`src/rtl/uart_tx_fifo.sv`:
```
// UART transmitter with configurable frame format and a small input FIFO.
// Frames are drained from the FIFO back-to-back, paced by the external baud tick.
module uart_tx_fifo #(
    parameter int DATA_BITS  = 8,
    parameter int PARITY_EN  = 0,
    parameter int PARITY_ODD = 0,
    parameter int STOP_BITS  = 1,
    parameter int FIFO_DEPTH = 4
) (
    input  logic                 clk,
    input  logic                 reset,
    input  logic                 tx_en,
    input  logic                 write_en,
    input  logic [DATA_BITS-1:0] tx_in,
    output logic                 tx_out,
    output logic                 busy,
    output logic                 full,
    output logic                 overflow
);
    localparam int PW = $clog2(FIFO_DEPTH);
    localparam int CW = $clog2(FIFO_DEPTH + 1);
    localparam int IW = $clog2(DATA_BITS);
    localparam logic [IW-1:0] LAST_IDX  = IW'(DATA_BITS - 1);
    localparam logic [CW-1:0] DEPTH_C   = CW'(FIFO_DEPTH);
    localparam logic          STOP_LAST = (STOP_BITS == 2);
    localparam logic          ODD       = (PARITY_ODD != 0);
    localparam bit            HAS_PAR   = (PARITY_EN != 0);

    typedef enum logic [2:0] {IDLE, START, DATA, PARITY, STOP} state_t;

    logic [DATA_BITS-1:0] mem_q [FIFO_DEPTH];
    logic [PW-1:0]        wr_ptr_q, rd_ptr_q;
    logic [CW-1:0]        count_q, count_d;
    logic                 ovf_q;
    logic                 push, pop;
    logic [DATA_BITS-1:0] head;

    state_t               state_q, state_d;
    logic [DATA_BITS-1:0] shift_q, shift_d;
    logic [IW-1:0]        idx_q, idx_d;
    logic                 stop_q, stop_d;
    logic                 par_q, par_d;
    logic                 tx_q, tx_d;

    // full comes from the registered count, so a same-cycle pop never frees room
    assign full     = (count_q == DEPTH_C);
    assign push     = write_en && !full;
    assign pop      = (state_q == IDLE) && (count_q != '0);
    assign head     = mem_q[rd_ptr_q];
    assign overflow = ovf_q;
    assign tx_out   = tx_q;
    assign busy     = (state_q != IDLE) || (count_q != '0);

    always_comb begin
        count_d = count_q;
        if (push && !pop)
            count_d = count_q + CW'(1);
        else if (!push && pop)
            count_d = count_q - CW'(1);
    end

    always_ff @(posedge clk) begin
        if (reset) begin
            wr_ptr_q <= '0;
            rd_ptr_q <= '0;
            count_q  <= '0;
            ovf_q    <= 1'b0;
        end else begin
            if (push) wr_ptr_q <= wr_ptr_q + PW'(1);
            if (pop)  rd_ptr_q <= rd_ptr_q + PW'(1);
            count_q <= count_d;
            ovf_q   <= write_en && full;
        end
    end

    always_ff @(posedge clk) begin
        if (!reset && push) mem_q[wr_ptr_q] <= tx_in;
    end

    always_ff @(posedge clk) begin
        if (reset) begin
            state_q <= IDLE;
            shift_q <= '0;
            idx_q   <= '0;
            stop_q  <= 1'b0;
            par_q   <= 1'b0;
            tx_q    <= 1'b1;
        end else begin
            state_q <= state_d;
            shift_q <= shift_d;
            idx_q   <= idx_d;
            stop_q  <= stop_d;
            par_q   <= par_d;
            tx_q    <= tx_d;
        end
    end

    always_comb begin
        state_d = state_q;
        shift_d = shift_q;
        idx_d   = idx_q;
        stop_d  = stop_q;
        par_d   = par_q;
        case (state_q)
            IDLE: if (pop) begin
                state_d = START;
                shift_d = head;
                idx_d   = '0;
                stop_d  = 1'b0;
                par_d   = (^head) ^ ODD;
            end
            START: if (tx_en) state_d = DATA;
            DATA: if (tx_en) begin
                if (idx_q == LAST_IDX) begin
                    state_d = HAS_PAR ? PARITY : STOP;
                end else begin
                    idx_d   = idx_q + IW'(1);
                    shift_d = shift_q >> 1;
                end
            end
            PARITY: if (tx_en) state_d = STOP;
            STOP: if (tx_en) begin
                if (stop_q == STOP_LAST) state_d = IDLE;
                else                     stop_d  = 1'b1;
            end
            default: state_d = IDLE;
        endcase
    end

    // Line value for the bit that begins on this edge
    always_comb begin
        tx_d = tx_q;
        case (state_q)
            IDLE:  tx_d = !pop;
            START: if (tx_en) tx_d = shift_q[0];
            DATA: if (tx_en) begin
                if (idx_q == LAST_IDX) tx_d = HAS_PAR ? par_q : 1'b1;
                else                   tx_d = shift_q[1];
            end
            PARITY: if (tx_en) tx_d = 1'b1;
            STOP:  tx_d = 1'b1;
            default: tx_d = 1'b1;
        endcase
    end
endmodule

```
`config.mk`:
```
export PLATFORM = sky130hd
export DESIGN_NAME = uart_tx_fifo
export DESIGN_NICKNAME = d
export VERILOG_FILES = /design/src/rtl/uart_tx_fifo.sv
export SDC_FILE = /design/constraint.sdc
export NUM_CORES = 1
export LEC_CHECK = 0
export CORE_MARGIN = 1
export CORE_UTILIZATION = 25
export CTS_CLUSTER_DIAMETER = 50
export DETAILED_ROUTE_END_ITERATION = 8
export HOLD_SLACK_MARGIN = 0.1
export SLEW_MARGIN = 40
export SYNTH_ARGS = -nofsm -noshare
export SYNTH_HDL_FRONTEND = slang
export SYNTH_SLANG_ARGS = --single-unit
export TNS_END_PERCENT = 30
```
`constraint.sdc`:
```
create_clock -name clk -period 5.6 [get_ports clk]
set_input_delay 0.56 -clock clk [delete_from_list [all_inputs] [get_ports clk]]
set_output_delay 0.56 -clock clk [all_outputs]
set_load 0.02 [all_outputs]
```
== Word level (Yosys, flattened, before mapping) ==
Memories as Yosys holds them, arrays and structs flattened. A register that Yosys moved wholly into a read port is not among the register bits.
Index checks and enable logic that the tools add are counted.
Storage, ports and cells
  memories kept: 1
  bits in registers: 24
  RAM bits: 32
  word-level logic and storage cells: 81
  output and inout port bits: 4
  input bits: 12
Memory list
  mem_q: depth 4, bits a word 8, read ports 1, clocked after memory_dff 1, write ports 1, line 31  | logic [DATA_BITS-1:0] mem_q [FIFO_DEPTH];
Cells by class
  equal/unequal tests: 14
  muxes and demuxes: 31
  reduce and logical (&&, ||, !) cells: 21
  add/subtract/negate cells: 5
Operator list (number)
  $mux 3: 12
  $mux 8: 3
  $ne 2x2->1 const B: 8
  $pmux 8 s2: 1
  $pmux 3 s5: 1
  $eq 3x3->1 const B: 3
  $mux 1: 9
  $reduce_and 7->1: 1
  $add 3x1->3 const B: 2
  $eq 3x2->1 const B: 2
  $logic_and 1x1->1: 6
  $pmux 3 s2: 1
  $reduce_and 3->1: 2
  $reduce_bool 2->1: 3
  $reduce_bool 3->1: 2
  $add 2x1->2 const B: 2
  $logic_not 1->1: 4
  $mux 2: 2
  $pmux 1 s4: 1
  $reduce_and 4->1: 1
  $eq 3x1->1 const B: 1
  $logic_not 3->1: 1
  $sub 3x1->3 const B: 1
  $pmux 1 s2: 1
  $logic_or 1x1->1: 1

== Longest topological paths before layout ==
  depth after elaboration: 7
  gate-level depth with buffers: 9
  mapped depth without buffers: 9

== Least setup slack after synthesis ==
Ideal clock, no wire load.
  kind: register to register
  from: register count_q[0]
  to: register count_q[2]
  path buffers: 1
  library setup time: 0.071 ns
  period minus slack after synthesis: 2.236 ns
  required time: 5.529 ns
  slack: 3.364 ns
  stages on the path, launching flop included: 10
  arrival: 2.165 ns
  cell sequence: dfxtp_1 > or3_1 > buf_2 > nand2_2 > ha_1 > inv_1 > fa_1 > xor2_1 > or3_1 > a21oi_1
Between the ends
  cells in the longest elaborated chain, start to end: 6
  elaborated cells between the ends (all ways): 14
RTL lines
  from (decl): line 33  | logic [CW-1:0] count_q, count_d;
  from (signal assigned): line 71  | count_q <= count_d;
  parallel branches: the longest is 6 deep, another holds $sub 3x1->3
Parallel ways; which one is timed is not known. The select of a mux whose other input is x is not followed.
A chain may end at the register's enable or synchronous reset.

== Worst setup path in the final report ==
  from: register count_q[0]
  to: output port full
Between the ends
  cells in the longest elaborated chain, start to end: 1
RTL lines
  $eq 3x3->1: line 46  | assign full = (count_q == DEPTH_C);
  to (decl): line 17  | output logic full,
No other way between the ends.

==> impl_metrics.py <==
metrics = {
    "status": {
        "outcome": "finished, final reports clean",
    },
    "clocking": {
        "htree_levels": 3,
        "ctsLongestPathBuffers": 2,
        "postCtsSetupBuffers": 0,
        "clk_pin_slew_worst_paths_ns": 0.07,
        "hold_buffers": 0,
        "cts_resized": 0,
        "cts_buffers": 9,
        "insertion_delay_ns": 0.33,
        "cts_root_buffer": "clkbuf_8",
        "cts_tree": "built",
        "cts.sinks": 57,
    },
    "sta": {
        "slew_violations": 0,
        "maxSlewHeadroom_pct": 62.3,
        "setup_viol": 0,
        "min_period_ns": 2.50,
        "hold_ws_ns": 0.480,
        "tightest_slew_ns": 0.564,
        "finalSetupTns_ns": 0,
        "fin_crit_sh_pct": 44.7,
        "layout_setup_ws_ns": 3.10,
        "final_hold_viol_count": 0,
        "fmax_mhz": 400,
        "rsz0062_at_grt": "no",
        "fin_worst_skew_ns": 0.00607,
    },
    "worst_setup_path": {
        "reg2reg_slack_ns": 3.18,
        "startpoint_type": "register",
        "worstReg2RegStart": "count_q[0]",
        "cp_max_fo": 5,
        "reg2reg_depth": 8,
        "crit_type": "reg -> out",
        "arrival_ns": 1.94,
        "rr_endpoint": "count_q[2]",
        "crit_required_ns": 5.04,
        "endpoint_kind": "output pin",
    },
    "yosys": {
        "yosys.area.top_type": "edfxtp_1",
        "synth_edf_count": 32,
        "postSynthCellCount": 190,
        "synth.net_count": 210,
        "synth.area.top_cells": "edfxtp_1, dfxtp_1, mux4_2",
        "synth-async-reset-ratio_pct": 0,
        "synth-warning-count": 0,
        "synth_top_area_share_pct": 39.3,
        "synth_area_mm2": 0.00245,
        "ys_ff_latch": 57,
        "synth_cell_types": 37,
        "synthFlopType": "edfxtp_1",
        "synth_seq_area_share_pct": 59.7,
        "syn_area_per_cell_um2": 12.9,
    },
    "place": {
        "routabilityCongestion": 0.728,
        "io_buffers": 15,
        "post-place-ws_ns": 3.09,
        "hpwl_um": 3030,
    },
    "route": {
        "drt_pass1_iterations": 4,
        "routed_wl_um": 4370,
        "initialDrtViolationCount": 45,
        "drtAntennaViolNets": 0,
        "viasPerCell": 4.39,
        "vias": 1496,
        "drcViolationCount": 0,
        "avgRoutedWirePerCell_um": 12.8,
    },
    "global_routing": {
        "grt_pass1_vias": 1461,
        "grt_antenna_before_repair": 0,
        "track_usage_pct": 9.91,
        "grt_pass1_wl_um": 7560,
        "grt_remaining_overflow": 0,
        "grt_max_degree": 25,
    },
    "floorplan": {
        "num_rows": 35,
        "die_h_um": 101,
        "die_x_um": 101,
        "core_area_mm2": 0.00937,
        "start_util_pct": 26.1,
        "ioPinCount": 16,
        "fp.dieArea_mm2": 0.0102,
    },
    "flow_run": {
        "drv_cap": 0,
    },
    "power": {
        "irDropWorstVdd_mv": 0.165,
        "power.total_mw": 1.42,
        "powerDensity_mw_per_mm2": 483,
        "p_leak_nw": 1.02,
    },
    "hold_path": {
        "holdCritStartpoint": "idx_q[2]",
        "hold_class": "reg -> reg",
        "worstHoldEndpoint": "idx_q[2]",
        "hold_depth": 2,
    },
    "cells_and_area": {
        "syn_to_final_growth_pct": 20.2,
        "nets": 227,
        "n_antenna_cell": 0,
        "fillers": 968,
        "drive_gt1_share_pct": 15.1,
        "final_cell_mix": "edfxtp_1, nor2_1, dfxtp_1",
        "final_common_cell": "edfxtp_1",
    },
}
[registers in the layout, summed over array words and instances (netlist names), 2 cells and up, named ones only]
| register | flops |
|---|---|
| idx_q | 3 |
| state_q | 3 |
| rd_ptr_q | 2 |
| wr_ptr_q | 2 |
| mem_q | 32 |
| count_q | 3 |
| shift_q | 8 |
[report_power, final]
| group | leakage [nW] | internal [mW] | switching [mW] |
|---|---|---|---|
| clock | 0.118 | 0.296 | 0.161 |
| sequential | 0.496 | 0.513 | 0.0629 |
| combinational | 0.410 | 0.188 | 0.200 |
[cell usage after synthesis (all sizes together), types with 2 or more instances]
library cell and instances:
edfxtp 32, inv 6, a31oi 3, nand2 8, mux4 8, nor2 26
buf 6, and2 4, a2111oi 6, clkbuf 4, or3b 2, nand4 2
a2bb2oi 2, nor3 3, o21ai 11, nor3b 4, nand3 3, or3 7
a21oi 8, o221a 2, dfxtp 25, ha 7, xor2 4
[layer usage]
| layer | track usage [%] | share of wire (%) | vias up |
|---|---|---|---|
| li1 | - | - | 744 |
| met1 | 13.4 | 50 | 710 |
| met2 | 13.9 | 44 | 32 |
| met3 | 3.68 | 4.7 | 10 |
| met4 | 4.68 | 1.9 | 0 |
| met5 | 0 | 0 | - |
[worst max-delay path by stage]
stage                           from           to  slack [ns]  depth (start not counted)
final                     count_q[0]         full        3.10                          3
after global routing      state_q[0]         busy        2.96                          3
after CTS                 count_q[0]         full        3.08                          3
after detailed placement    write_en   count_q[2]        3.09                          9
after global placement         reset  mem_q[0][3]        2.88                          4
after floorplan           count_q[0]   count_q[2]        3.36                          9
[final cells by class]
| type | count | area [µm²] | share of cell area, % |
|---|---|---|---|
| Clock buffer | 11 | 131 | 4.47 |
| Clock inverter | 5 | 104 | 3.53 |
| Inverter | 6 | 22.5 | 0.766 |
| Multi-Input combinational cell | 117 | 906 | 30.8 |
| Sequential cell | 57 | 1460 | 49.7 |
| Tap cell | 129 | 161 | 5.49 |
| Timing Repair Buffer | 16 | 153 | 5.19 |
[worst max-delay path, stage by stage (launching register included)]
cell             delay (ns)
dfxtp_1                0.36
or3b_2                 0.54
inv_1                  0.11
clkdlybuf4s50_1        0.60
[through the flow]
| step | instance area, µm² | cells | util, % |
|---|---|---|---|
| after floorplan | 2450 | 190 | - |
| after global placement | 2710 | 325 | 28.9 |
| after detailed placement | 2700 | 325 | 28.9 |
| after CTS | 2940 | 341 | 31.4 |
| after global routing | 2940 | 341 | 31.4 |
| final | 2940 | 341 | 31.4 |
[kinds of logic after synthesis]
kind of cell               after synthesis  share of synthesized area [%]
muxes                                    9                           7.77
DFF                                     57                           59.7
and+or+nand+nor                         60                           12.4
xor gates and xnor gates                 5                           1.79
buffers and inverters                   16                           3.22
AOI/OAI and AO/OA                       35                           10.7
adders and majority gates                8                           4.40
No activity file was read; power rests on OpenSTA's default activity.
